$ cat src/rtl/psg_stereo_mixer.sv
// Stereo/mono mixer for three PSG channels: boxcar decimation over DECIM CE ticks,
// one-pole IIR smoothing, and a valid/ready output stage with a sticky overrun flag.
module psg_stereo_mixer #(
    parameter int DECIM    = 32,
    parameter int LP_SHIFT = 2
) (
    input  logic        CLK,
    input  logic        RESET,
    input  logic        CE,
    input  logic [7:0]  CH_A,
    input  logic [7:0]  CH_B,
    input  logic [7:0]  CH_C,
    input  logic        STEREO,
    input  logic        OUT_READY,
    input  logic        CLR_OVR,
    output logic [15:0] AUDIO_L,
    output logic [15:0] AUDIO_R,
    output logic        OUT_VALID,
    output logic        OVERRUN
);

    localparam int CNT_W = $clog2(DECIM);
    localparam int ACC_W = 10 + CNT_W;
    localparam logic [CNT_W-1:0] CNT_LAST = CNT_W'(DECIM - 1);

    logic [CNT_W-1:0] cnt;
    logic [ACC_W-1:0] acc_l, acc_r;
    logic [ACC_W-1:0] sum_l, sum_r;
    logic [9:0]       mix_l, mix_r;
    logic [9:0]       avg_l, avg_r;
    logic             pend;
    logic             window_close;
    logic             drop;
    logic [15:0]      y_l, y_r;
    logic [15:0]      y_next_l, y_next_r;

    // Signed difference keeps downward steps correct; shift is arithmetic.
    function automatic logic [15:0] lp_step(input logic [15:0] y, input logic [9:0] avg);
        logic signed [16:0] diff;
        logic signed [16:0] step;
        diff = $signed({1'b0, avg, 6'b000000}) - $signed({1'b0, y});
        step = diff >>> LP_SHIFT;
        return y + step[15:0];
    endfunction

    always_comb begin
        mix_l = '0;
        mix_r = '0;
        if (STEREO) begin
            mix_l = {1'b0, CH_A, 1'b0} + {2'b00, CH_B};
            mix_r = {1'b0, CH_C, 1'b0} + {2'b00, CH_B};
        end else begin
            mix_l = {2'b00, CH_A} + {2'b00, CH_B} + {2'b00, CH_C};
            mix_r = mix_l;
        end
    end

    assign sum_l        = acc_l + ACC_W'(mix_l);
    assign sum_r        = acc_r + ACC_W'(mix_r);
    assign window_close = CE && (cnt == CNT_LAST);
    assign y_next_l     = lp_step(y_l, avg_l);
    assign y_next_r     = lp_step(y_r, avg_r);
    assign drop         = pend && OUT_VALID && !OUT_READY;

    // Decimation window: the closing tick's mix is folded into the average directly.
    always_ff @(posedge CLK or posedge RESET) begin
        if (RESET) begin
            cnt   <= '0;
            acc_l <= '0;
            acc_r <= '0;
            avg_l <= '0;
            avg_r <= '0;
            pend  <= 1'b0;
        end else begin
            if (window_close) begin
                cnt   <= '0;
                acc_l <= '0;
                acc_r <= '0;
                avg_l <= sum_l[ACC_W-1:CNT_W];
                avg_r <= sum_r[ACC_W-1:CNT_W];
            end else if (CE) begin
                cnt   <= cnt + CNT_W'(1);
                acc_l <= sum_l;
                acc_r <= sum_r;
            end
            if (window_close) begin
                pend <= 1'b1;
            end else if (pend) begin
                pend <= 1'b0;
            end
        end
    end

    // Filter always advances; the output register only takes the sample if it is free or being consumed.
    always_ff @(posedge CLK or posedge RESET) begin
        if (RESET) begin
            y_l       <= '0;
            y_r       <= '0;
            AUDIO_L   <= '0;
            AUDIO_R   <= '0;
            OUT_VALID <= 1'b0;
            OVERRUN   <= 1'b0;
        end else begin
            if (pend) begin
                y_l <= y_next_l;
                y_r <= y_next_r;
                if (!OUT_VALID || OUT_READY) begin
                    AUDIO_L   <= y_next_l;
                    AUDIO_R   <= y_next_r;
                    OUT_VALID <= 1'b1;
                end
            end else if (OUT_VALID && OUT_READY) begin
                OUT_VALID <= 1'b0;
            end
            if (drop) begin
                OVERRUN <= 1'b1;
            end else if (CLR_OVR) begin
                OVERRUN <= 1'b0;
            end
        end
    end

endmodule
$ cat config.mk
export PLATFORM = sky130hd
export DESIGN_NAME = psg_stereo_mixer
export DESIGN_NICKNAME = d
export VERILOG_FILES = /design/src/rtl/psg_stereo_mixer.sv
export SDC_FILE = /design/constraint.sdc
export NUM_CORES = 1
export LEC_CHECK = 0
export ABC_AREA = 1
export BUFFER_PORTS_ARGS = -buffer_cell sky130_fd_sc_hd__buf_4
export CELL_PAD_IN_SITES_DETAIL_PLACEMENT = 0
export CELL_PAD_IN_SITES_GLOBAL_PLACEMENT = 2
export CORE_ASPECT_RATIO = 0.7
export CORE_MARGIN = 2
export CORE_UTILIZATION = 38
export CTS_CLUSTER_SIZE = 10
export DETAILED_ROUTE_END_ITERATION = 8
export HOLD_SLACK_MARGIN = 0.08
export PLACE_DENSITY_LB_ADDON = 0.1
export SETUP_SLACK_MARGIN = 0.15
export SLEW_MARGIN = 20
export SYNTH_ARGS = -nofsm -noshare
export SYNTH_HDL_FRONTEND = slang
export SYNTH_SLANG_ARGS = --single-unit
$ cat constraint.sdc
create_clock -name CLK -period 11.2 [get_ports CLK]
set_clock_uncertainty 0.1 [all_clocks]
set_input_delay 1.12 -clock CLK [delete_from_list [all_inputs] [get_ports CLK]]
set_output_delay 1.12 -clock CLK [all_outputs]
set_load 0.03 [all_outputs]
Yosys cells after proc, flatten, opt, wreduce, memory -nomap -nowiden --
Cells that the tools add are included.
Operators by class: add/sub/neg operators 11, eq/ne operators 2, muxes and demuxes 14, reduce and logical (&&, ||, !) cells 12
Operator list (number):
- $mux W15 | 4
- $sub A16 B16 Y17 | 2
- $add A16 B16 Y16 | 2
- $add A15 B10 Y15 | 2
- $add A9 B8 Y10 | 3
- $mux W10 | 2
- $mux W5 | 2
- $add A8 B8 Y9 | 1
- $mux W1 | 6
- $reduce_bool A2 Y1 | 3
- $add A5 B1 Y5 const B | 1
- $eq A5 B5 Y1 const B | 1
- $logic_and A1 B1 Y1 | 4
- $reduce_and A2 Y1 | 2
- $logic_not A1 Y1 | 2
- $ne A2 B1 Y1 const B | 1
- $logic_or A1 B1 Y1 | 1
Word-level totals: flip-flop bits (word level) 122, input bits 30, output and inout bits 34, word-level logic and storage cells 51

Depth between registers and ports, before layout --
Gate-level depths: netlist of the first run.
word-level depth 6, depth in mapped cells 24, depth with buffers taken out 24

Least setup slack after synthesis of the first run --
Ideal clock, no wire load.
kind input to register, start point in CH_A[1], end point reg acc_r[10], arrival 3.874 ns, path slack 7.109 ns, stages 23, path buffers 0, cells stage by stage inv_1 -> fa_1 -> inv_1 -> ha_1 -> inv_1 -> fa_1 -> inv_1 -> nand3_1 -> nand2_1 -> a21oi_1 -> nor2_1 -> o21ai_0 -> nand2_1 -> nand2_1 -> inv_1 -> ha_1 -> inv_1 -> o21bai_1 -> o21bai_1 -> a21oi_1 -> or2_1 -> nand3_1 -> nand2_1
On the way: longest elaborated chain between the ends 6
RTL lines:
- from (decl) | line 10 | input logic [7:0] CH_A,
- $add A8 B8 Y9 | line 53 | mix_l = {2'b00, CH_A} + {2'b00, CH_B} + {2'b00, CH_C};
- $add A9 B8 Y10 | line 53
- $mux W10 | line 49 | if (STEREO) begin
- $add A15 B10 Y15 | line 59 | assign sum_r = acc_r + ACC_W'(mix_r);
- $mux W15 | line 81 | end else if (CE) begin
- $mux W15 | line 75 | if (window_close) begin
- to (signal assigned) | line 84 | acc_r <= sum_r;
- to (decl) | line 27 | logic [ACC_W-1:0] acc_l, acc_r;
No other way between the ends. The select of a mux whose other input is x is not followed. A chain may end at the register's enable or synchronous reset.

Worst setup path after layout of the first run --
start point in CH_A[1], end point reg avg_l[3]
On the way: longest elaborated chain between the ends 4
RTL lines:
- $add A8 B8 Y9 | line 53
- $add A9 B8 Y10 | line 53
- $mux W10 (*) | line 49
- $add A15 B10 Y15 (*) | line 58 | assign sum_l = acc_l + ACC_W'(mix_l);
- to (signal assigned) | line 79 | avg_l <= sum_l[ACC_W-1:CNT_W];
- to (decl) | line 30 | logic [9:0] avg_l, avg_r;
Every way passes the cells marked *; elsewhere a longest branch is shown, timed or not.

==> results of run 1 <==
[state kept, by name (all words and copies together), names as in the netlist]
signal and flops:
AUDIO_L 16, AUDIO_R 16, OUT_VALID 1, OVERRUN 1, acc_l 15, acc_r 15, avg_l 10, avg_r 10
cnt 5, pend 1, y_l 16, y_r 16
[logic make-up (layout without fill, tap and decap cells)]
| family | count (synthesis) | count (layout) | share of synthesized area |
|---|---|---|---|
| buf+inv | 217 | 293 | 0.0837 |
| flops | 122 | 122 | 0.307 |
| fa+ha+maj | 107 | 107 | 0.146 |
| xor+xnor | 53 | 53 | 0.0467 |
| simple gates | 700 | 700 | 0.299 |
| compound gates | 209 | 209 | 0.118 |
[worst min-delay path by stage]
stage                             end  slack (ns)  depth (start not counted)
after detailed placement   AUDIO_R[1]        0.37                          2
after CTS                 AUDIO_L[10]        0.39                          2
after global placement     AUDIO_L[1]        0.37                          2
final                     AUDIO_L[10]        0.39                          2
after global routing      AUDIO_L[10]        0.41                          2
after floorplan              avg_r[8]        0.36                          2
[area by class of cell]
cell class | instances | area share
clock buffer | 18 | 0.0385
inverter | 194 | 0.0641
sequential | 122 | 0.268
clock inverter | 14 | 0.0184
tap | 331 | 0.0363
multi-input combinational | 1069 | 0.531
timing repair buffer | 67 | 0.0441
[per-stage QoR]
step / instance area, um2 / instances / hold WS, ns / util
floorplan: 9940 / 1408 / 0.355 / -
global placement: 10800 / 1783 / 0.366 / 0.419
detailed placement: 10800 / 1783 / 0.366 / 0.419
CTS: 11400 / 1815 / 0.390 / 0.444
global route: 11400 / 1815 / 0.406 / 0.444
finish: 11400 / 1815 / 0.385 / 0.444
[metal layers]
metal / wire length, um / part of all wire / global-route usage
met4: 180 / 0.0064 / 0.0404
met1: 16400 / 0.59 / 0.357
met2: 10500 / 0.38 / 0.287
met3: 778 / 0.028 / 0.0288
met5: 0 / 0 / 0
[tightest hold or removal path, cell delays in order (launching register included)]
cell                      delay, ns
sky130_fd_sc_hd__dfrtp_1       0.35
sky130_fd_sc_hd__nand2_1       0.05
sky130_fd_sc_hd__nand2_1       0.05
[cell usage in the layout, fill, tap and decap left out, types with 27 or more instances in the layout]
cell type                 instances
sky130_fd_sc_hd__a21oi_1         81
sky130_fd_sc_hd__nand3_1        112
sky130_fd_sc_hd__nor2_1          63
sky130_fd_sc_hd__buf_4           67
sky130_fd_sc_hd__ha_1            92
sky130_fd_sc_hd__inv_1          184
sky130_fd_sc_hd__xor2_1          27
sky130_fd_sc_hd__nand2_1        458
sky130_fd_sc_hd__o21ai_0         66
sky130_fd_sc_hd__dfrtp_1        122
==> run metrics, run 1 <==
final wirelength=27.9 mm; core area=about 26000 um2; largest cells by area after synthesis=sky130_fd_sc_hd__dfrtp_1, sky130_fd_sc_hd__nand2_1, sky130_fd_sc_hd__ha_1; top cell type's share of synthesized area=0.307; ratio of cells with drive above 1 in the final layout=0.0977; area of the multi-input gates=6050 um2; number of clock sinks=about 120; number of enable flip-flop cells after synthesis=0; average wire length per cell after detail routing=between 15 and 20 um; yosys warns=0; via count of the first global-routing pass=between 8000 and 9000; final estimated routing congestion in global placement=0.858; maximum fanout count along the critical path=4; most repeated cell in the gate-level netlist after synthesis=sky130_fd_sc_hd__nand2_1; reg2reg start=y_l[6]; crit-path cells=buf_4 -> inv_1 -> fa_1 -> inv_1 -> ha_1 -> inv_1 -> fa_1 -> inv_1 -> nand3_1 -> nand2_1 -> a21oi_1 -> xor2_1 -> nand2_1 -> nand2_1 -> inv_1 -> ha_1 -> a21oi_1 -> o21ai_0 -> a21oi_1 -> xor2_1 -> o21ai_0; number of clock buffers inserted by TritonCTS=17; global routing usage summed across all routing layers=0.214; Hold Crit Class=reg -> reg; pin count of the biggest net entering global routing=74; number of levels the H-tree was split into=4; critical path data arrival time=roughly 4.5 ns; cell depth of the worst flop-to-flop path=16; Post-synth top cells=sky130_fd_sc_hd__nand2_1, sky130_fd_sc_hd__inv_1, sky130_fd_sc_hd__dfrtp_1; max-cap violations=0; primary flip-flop cell chosen by synthesis mapping=sky130_fd_sc_hd__dfrtp_1; number of hold-slack violations in the final timing report=0; post-layout net count=1608; sum of buffers and inverters on the critical path=6; Post-CTS Setup Repair Bufs=0; register area share after synthesis=0.307; cell type of the slowest stage on the worst timing path=sky130_fd_sc_hd__fa_1; via count normalized by instance count=4.93; worst setup path startpoint=CH_A[1]; number of detailed-route iterations in the first pass=4; start point of the worst min-delay path=AUDIO_L[10]; sequential cell area in the final layout=3050 um2; Antenna Violating Nets Remaining=0; Startpoint Class=input port; critical path's top delay family=adder cells; Antenna Cells=0; actual transition at the worst max-transition pin=approximately 0.94 ns; cell seen most often among critical-path stages=sky130_fd_sc_hd__inv_1; clock root buffer=sky130_fd_sc_hd__clkbuf_16; global-route wire length before repair=between 40 and 50 mm; drt drc=0; TritonCTS clock tree=built; unrepaired setup endpoints after global routing=no; Reg2Reg Capture Point=y_l[8]; count of different cell masters after synthesis=between 40 and 50; Worst path depth=21; clock slew at the register clock pins of the worst setup and hold paths=0.07 ns; starting density of the core=0.387; post-layout worst setup margin=6.91 ns; delay of the slowest cell on the worst path=between 0.4 and 0.5 ns; max-slew violation count=0; sum of net half-perimeters after detailed placement=between 20 and 25 mm; cell area after synthesis=9940 um2; synthesized flop and latch total=122; headroom to the max-slew limit=0.371; number of I/O port buffers=between 60 and 70; CP Capture Point=avg_l[3]; leftover overflow at the end of global routing=0; most area-hungry cell type in the Yosys netlist=sky130_fd_sc_hd__dfrtp_1; result of the run=finished clean; Tcrit/Tclk final=0.383; asr flop ratio synth=1.00; clock insertion delay at the later pin of the skew report=between 0.4 and 0.5 ns; floorplan die area=between 20000 and 30000 um2; signed area change from the synthesized netlist to the final layout=14.7%; number of primary I/O pins=64; Clock Path Buffers=2; First DRT Iteration DRCs=596; final number of setup-violating endpoints=0; gate count of the mapped netlist=about 1400; antenna violations before repair=0; net count after synthesis=between 1500 and 2000; Vias=a little under 9000; mean instance size in the synthesized netlist=around 7.1 um2; crit path kind=in -> reg; clock period minus worst slack=approximately 4.3 ns; post-placement setup slack=around 6.5 ns; total negative setup slack=0 ns; maximum clock frequency=roughly 230 MHz; Filler cells=about 2700; Required @ worst endpoint=about 11 ns; Register-to-Register Setup Slack=~7.9 ns; number of buffers added to fix hold violations after cts=0; chip width=197 um; Vert. Die Dim=~140 um; post-cts gate resize count=0; number of placement rows=49; category of the worst setup path capture point=flop
Power of run 1 is not shown: default switching activity piles up to over one toggle a cycle in this logic, so the estimate is an artifact.
==> inputs of run 2 (changes only) <==
--- a/config.mk
+++ b/config.mk
@@ -11,7 +11,7 @@
 export CELL_PAD_IN_SITES_GLOBAL_PLACEMENT = 2
 export CORE_ASPECT_RATIO = 0.7
 export CORE_MARGIN = 2
-export CORE_UTILIZATION = 38
+export CORE_UTILIZATION = 32
 export CTS_CLUSTER_SIZE = 10
 export DETAILED_ROUTE_END_ITERATION = 8
 export HOLD_SLACK_MARGIN = 0.08
==> constraint.sdc (replaced) <==
create_clock -name CLK -period 3.9 [get_ports CLK]
set_clock_uncertainty 0.1 [all_clocks]
set_input_delay 0.39 -clock CLK [delete_from_list [all_inputs] [get_ports CLK]]
set_output_delay 0.39 -clock CLK [all_outputs]
set_load 0.03 [all_outputs]
==> run metrics, run 2 (synthesis gave the netlist of run 1 again) <==
chip width=215 um (+8.8%); number of levels the H-tree was split into=4 (unchanged); number of primary I/O pins=64 (unchanged); Finished Core Util=0.380 (-0.0637); post-placement setup slack=-0.0119 ns (-6.52 ns); placed cells=1871 (+4.9%); Post-Layout Inst Area=11500 um2 (+1.0%); core area=30300 um2 (+18%); number of I/O port buffers=63 (unchanged); headroom to the max-slew limit=0.381 (+0.0101); signed area change from the synthesized netlist to the final layout=15.9%; maximum clock frequency=between 200 and 300 MHz; via count normalized by instance count=4.66 (-5.5%); number of hold-slack violations in the final timing report=0 (unchanged); Antenna Cells=0 (unchanged); First DRT Iteration DRCs=602 (+1.0%); area of the multi-input gates=6050 um2 (unchanged); global routing usage summed across all routing layers=0.189 (-0.0256); pin count of the biggest net entering global routing=87 (+18%); global-route wire length before repair=47.7 mm (+1.9%); clock insertion delay at the later pin of the skew report=0.44 ns (about the same); most frequent cells in the layout=sky130_fd_sc_hd__nand2_1, sky130_fd_sc_hd__inv_1, sky130_fd_sc_hd__dfrtp_1; post-layout net count=1617 (+0.56%); post-layout worst setup margin=0.427 ns (-6.48 ns); final number of setup-violating endpoints=0 (unchanged); clock period minus worst slack=about 3.5 ns; clock slew at the register clock pins of the worst setup and hold paths=0.06 ns (about the same); Clock Path Buffers=2 (unchanged); clock root buffer=sky130_fd_sc_hd__clkbuf_16; commonest non-fill, non-tap cell in the layout=sky130_fd_sc_hd__nand2_1; number of clock buffers inserted by TritonCTS=17 (unchanged); crit path kind=in -> reg; max-cap violations=0 (unchanged); maximum fanout count along the critical path=5 (+1); unrepaired setup endpoints after global routing=yes; actual transition at the worst max-transition pin=0.929 ns (-0.0151 ns); Required @ worst endpoint=4.11 ns (-7.29 ns); antenna violations before repair=0 (unchanged); ratio of cells with drive above 1 in the final layout=0.100 (+0.00276); critical path data arrival time=3.68 ns (-0.80 ns); via count of the first global-routing pass=8677 (-0.91%); Vias=8881 (-0.77%); result of the run=finished clean; Antenna Violating Nets Remaining=0 (unchanged); Vert. Die Dim=151 um (+8.7%); Tcrit/Tclk final=0.890; max-slew violation count=0 (unchanged); filler-free cell count of the finished design=1905 (+5.0%); drt drc=0 (unchanged); number of detailed-route iterations in the first pass=5 (+1); starting density of the core=0.328 (-0.0589); number of clock sinks=122 (unchanged); sequential cell area in the final layout=3050 um2 (unchanged); final estimated routing congestion in global placement=0.825 (-3.9%); dpl cell area=10900 um2 (+1.5%); Post-CTS Setup Repair Bufs=0 (unchanged); Hold Crit Class=in -> reg; category of the worst setup path capture point=flop; TritonCTS clock tree=built; number of placement rows=53 (+8.2%); final wirelength=29.4 mm (+5.5%); floorplan die area=32500 um2 (+18%); Filler cells=3304 (+22%); average wire length per cell after detail routing=15.5 um (+0.49%); sum of net half-perimeters after detailed placement=23.2 mm (+5.9%); Startpoint Class=input port; leftover overflow at the end of global routing=0 (unchanged)
-- run 2: cell count changes in the layout (fill, tap and decap cells not counted) --
cell | previous run | this run
sky130_fd_sc_hd__dlygate4sd3_1 | 0 | 2
sky130_fd_sc_hd__o21ai_0 | 66 | 65
sky130_fd_sc_hd__buf_4 | 67 | 74
sky130_fd_sc_hd__clkbuf_8 | 1 | 3
sky130_fd_sc_hd__bufinv_16 | 4 | 2
sky130_fd_sc_hd__o21ai_1 | 18 | 19
sky130_fd_sc_hd__inv_8 | 2 | 0
sky130_fd_sc_hd__inv_4 | 1 | 0
sky130_fd_sc_hd__clkinv_2 | 0 | 3
sky130_fd_sc_hd__inv_6 | 3 | 2
sky130_fd_sc_hd__clkbuf_1 | 0 | 2
sky130_fd_sc_hd__clkinv_4 | 3 | 2
-- run 2: final timing paths --
path                              from           to  slack [ns]  depth (start not counted)
max                            CH_A[1]     avg_l[3]        0.43                         20
min                          OUT_READY    OUT_VALID        0.15                          4
max reg2reg                     y_l[6]       y_l[8]        0.62                         16
min reg2reg                AUDIO_L[12]  AUDIO_L[12]        0.38                          2
max in group asynchronous        RESET       cnt[2]        2.26                          4
min in group asynchronous        RESET     acc_r[6]        0.52                          3
-- run 2: critical path, cell delays in order --
cell and delay, ns:
sky130_fd_sc_hd__buf_4 0.11, sky130_fd_sc_hd__inv_1 0.12, sky130_fd_sc_hd__fa_1 0.40, sky130_fd_sc_hd__inv_1 0.06, sky130_fd_sc_hd__ha_1 0.19, sky130_fd_sc_hd__inv_1 0.07
sky130_fd_sc_hd__fa_1 0.38, sky130_fd_sc_hd__inv_1 0.09, sky130_fd_sc_hd__nand3_1 0.07, sky130_fd_sc_hd__nand2_1 0.12, sky130_fd_sc_hd__a21oi_1 0.08, sky130_fd_sc_hd__o21ai_1 0.23
sky130_fd_sc_hd__nand2_1 0.11, sky130_fd_sc_hd__inv_1 0.11, sky130_fd_sc_hd__ha_1 0.29, sky130_fd_sc_hd__a21oi_1 0.25, sky130_fd_sc_hd__o21ai_0 0.16, sky130_fd_sc_hd__a21oi_1 0.18
sky130_fd_sc_hd__xor2_1 0.18, sky130_fd_sc_hd__o21ai_0 0.09
-- run 2: cell type report --
cell class	instances	area share
well taps	412	0.0447
clock inverters	10	0.0101
clock buffers	22	0.0412
inverters	194	0.0636
repair buffers	76	0.0500
flip-flops and latches	122	0.265
multi-input cells	1069	0.525
-- run 2: repair_timing --
action / 4_1_cts / 5_1_grt
gates resized for setup: 0 / 1
setup endpoints to repair: 0 / 5
endpoints found under the hold margin: 11 / 0
hold buffers: 2 / 0
-- run 2: per-layer routing --
layer,vias up,wire length [um],global-route usage,share of wire
met3,12,813,0.0289,0.028
met4,0,218,0.0396,0.0074
li1,4677,-,-,-
met2,99,10900,0.251,0.37
met5,-,0,0,0
met1,4093,17500,0.309,0.59
-- run 2: metrics by stage --
step / setup TNS [ns] / hold WS, ns
after floorplan: 0 / 0.355
after global placement: 0 / 0.367
final: 0 / 0.146
after detailed placement: -0.0119 / 0.369
after global routing: 0 / 0.155
after CTS: 0 / 0.118
Power of run 2 is left out for the same reason.
==> inputs of run 3 (changes only) <==
--- a/config.mk
+++ b/config.mk
@@ -11,7 +11,7 @@
 export CELL_PAD_IN_SITES_GLOBAL_PLACEMENT = 2
 export CORE_ASPECT_RATIO = 0.7
 export CORE_MARGIN = 2
-export CORE_UTILIZATION = 32
+export CORE_UTILIZATION = 36
 export CTS_CLUSTER_SIZE = 10
 export DETAILED_ROUTE_END_ITERATION = 8
 export HOLD_SLACK_MARGIN = 0.08
==> constraint.sdc (replaced) <==
create_clock -name CLK -period 3.3 [get_ports CLK]
set_clock_uncertainty 0.1 [all_clocks]
set_input_delay 0.33 -clock CLK [delete_from_list [all_inputs] [get_ports CLK]]
set_output_delay 0.33 -clock CLK [all_outputs]
set_load 0.03 [all_outputs]
==> run metrics, run 3 (synthesis gave the netlist of run 1 again) <==
via count of the first global-routing pass=8864 (+2.2%); clock insertion delay at the later pin of the skew report=0.43 ns (about the same); global routing usage summed across all routing layers=0.208 (+0.0190); delay of the slowest cell on the worst path=0.48 ns (+0.08 ns); signed area change from the synthesized netlist to the final layout=31.6%; Filler cells=2696 (-18%); final number of setup-violating endpoints=0 (unchanged); Antenna Cells=0 (unchanged); dpl cell area=11500 um2 (+5.8%); Vias=9329 (+5.0%); core area=27000 um2 (-11%); critical path data arrival time=3.34 ns (-0.34 ns); Hold Crit Class=in -> reg; post-layout net count=1712 (+5.9%); average wire length per cell after detail routing=15.2 um (-1.7%); First DRT Iteration DRCs=577 (-4.2%); global-route wire length before repair=47.7 mm (about the same); antenna violations before repair=0 (unchanged); number of levels the H-tree was split into=4 (unchanged); max-slew violation count=0 (unchanged); sequential cell area in the final layout=3050 um2 (unchanged); number of detailed-route iterations in the first pass=5 (unchanged); final estimated routing congestion in global placement=0.862 (+4.5%); leftover overflow at the end of global routing=0 (unchanged); cell seen most often among critical-path stages=sky130_fd_sc_hd__inv_2; clock slew at the register clock pins of the worst setup and hold paths=0.06 ns (about the same); filler-free cell count of the finished design=1952 (+2.5%); drt drc=0 (unchanged); Tcrit/Tclk final=0.931; unrepaired setup endpoints after global routing=yes; Post-Layout Inst Area=13100 um2 (+14%); post-layout worst setup margin=0.228 ns (-0.199 ns); maximum clock frequency=~330 MHz; actual transition at the worst max-transition pin=0.946 ns (+0.0171 ns); Vert. Die Dim=143 um (-5.6%); ratio of cells with drive above 1 in the final layout=0.251 (+0.151); clock period minus worst slack=just over 3 ns; number of clock buffers inserted by TritonCTS=17 (unchanged); most frequent cells in the layout=sky130_fd_sc_hd__nand2_1, sky130_fd_sc_hd__inv_1, sky130_fd_sc_hd__buf_4; headroom to the max-slew limit=0.368 (-0.0127); number of placement rows=50 (-5.7%); number of I/O port buffers=63 (unchanged); Clock Path Buffers=2 (unchanged); TritonCTS clock tree=built; number of primary I/O pins=64 (unchanged); cell type of the slowest stage on the worst timing path=sky130_fd_sc_hd__fa_1; Antenna Violating Nets Remaining=0 (unchanged); Required @ worst endpoint=3.56 ns (-0.55 ns); number of clock sinks=122 (unchanged); placed cells=1903 (+1.7%); clock root buffer=sky130_fd_sc_hd__clkbuf_16; starting density of the core=0.369 (+0.0406); category of the worst setup path capture point=flop; commonest non-fill, non-tap cell in the layout=sky130_fd_sc_hd__nand2_1; crit path kind=in -> reg; post-placement setup slack=-0.368 ns (-0.356 ns); via count normalized by instance count=4.78 (+2.5%); total negative setup slack=0 ns (unchanged); maximum fanout count along the critical path=4 (-1); area of the multi-input gates=6900 um2 (+14%); crit-path cells=buf_8 -> inv_4 -> fa_1 -> inv_2 -> ha_4 -> inv_2 -> fa_2 -> inv_2 -> nand3_2 -> nand2_4 -> a21oi_4 -> xor2_1 -> nand2_1 -> nand2_2 -> inv_2 -> ha_4 -> a21oi_4 -> o21ai_4 -> a22oi_2 -> nand2_1 -> nand2_2 -> nand3_2 -> nand2_1; floorplan die area=29000 um2 (-11%); max-cap violations=0 (unchanged); pin count of the biggest net entering global routing=42 (-52%); number of hold-slack violations in the final timing report=0 (unchanged); final wirelength=29.7 mm (+0.72%); chip width=203 um (-5.6%); Startpoint Class=input port; result of the run=finished clean; sum of net half-perimeters after detailed placement=23.0 mm (-0.94%)
## run 3: critical path: cells and delay by family
kind,cells,cell delay (ns)
buffers and inverters,6,0.35
xor gates and xnor gates,1,0.16
adders and majority gates,4,1.23
AOI/OAI and AO/OA,4,0.57
and+or+nand+nor,8,0.69
## run 3: final cells by class
class	instances	area share
Multi-Input combinational cell	1069	0.528
Inverter	194	0.0569
Clock buffer	20	0.0349
Tap cell	364	0.0348
Sequential cell	122	0.233
Timing Repair Buffer	171	0.102
Clock inverter	12	0.0106
## run 3: worst paths after layout
path	startpoint	endpoint	slack, ns	depth (start not counted)
max in group asynchronous	RESET	AUDIO_R[11]	1.78	4
min reg2reg	AUDIO_L[12]	AUDIO_L[12]	0.38	2
min in group asynchronous	RESET	avg_r[1]	0.56	3
min	CE	cnt[0]	0.11	2
max	CH_C[1]	acc_r[12]	0.23	23
max reg2reg	avg_l[0]	AUDIO_L[15]	0.34	17
## run 3: timing repair
action | in CTS | in global routing
cloned | 0 | 0
buffers inserted | 0 | 15
endpoints found under the setup margin | 17 | 70
hold endpoints to repair | 34 | 0
pin swaps | 1 | 52
hold buffers | 2 | 0
gates resized for setup | 12 | 164
## run 3: metal layers
metal  wire [um]  GRT usage  up-vias
li1            -          -     4876
met1       17400      0.347     4366
met2       11400      0.277       73
met3         561     0.0253       14
met4         210     0.0376        0
met5           0          0        -
## run 3: through the flow
step | hold WS (ns) | util
detailed placement | 0.367 | 0.428
CTS | 0.0984 | 0.452
floorplan | 0.339 | -
finish | 0.105 | 0.485
global placement | 0.369 | 0.428
global route | 0.0998 | 0.485
Power of run 3 is left out for the same reason.
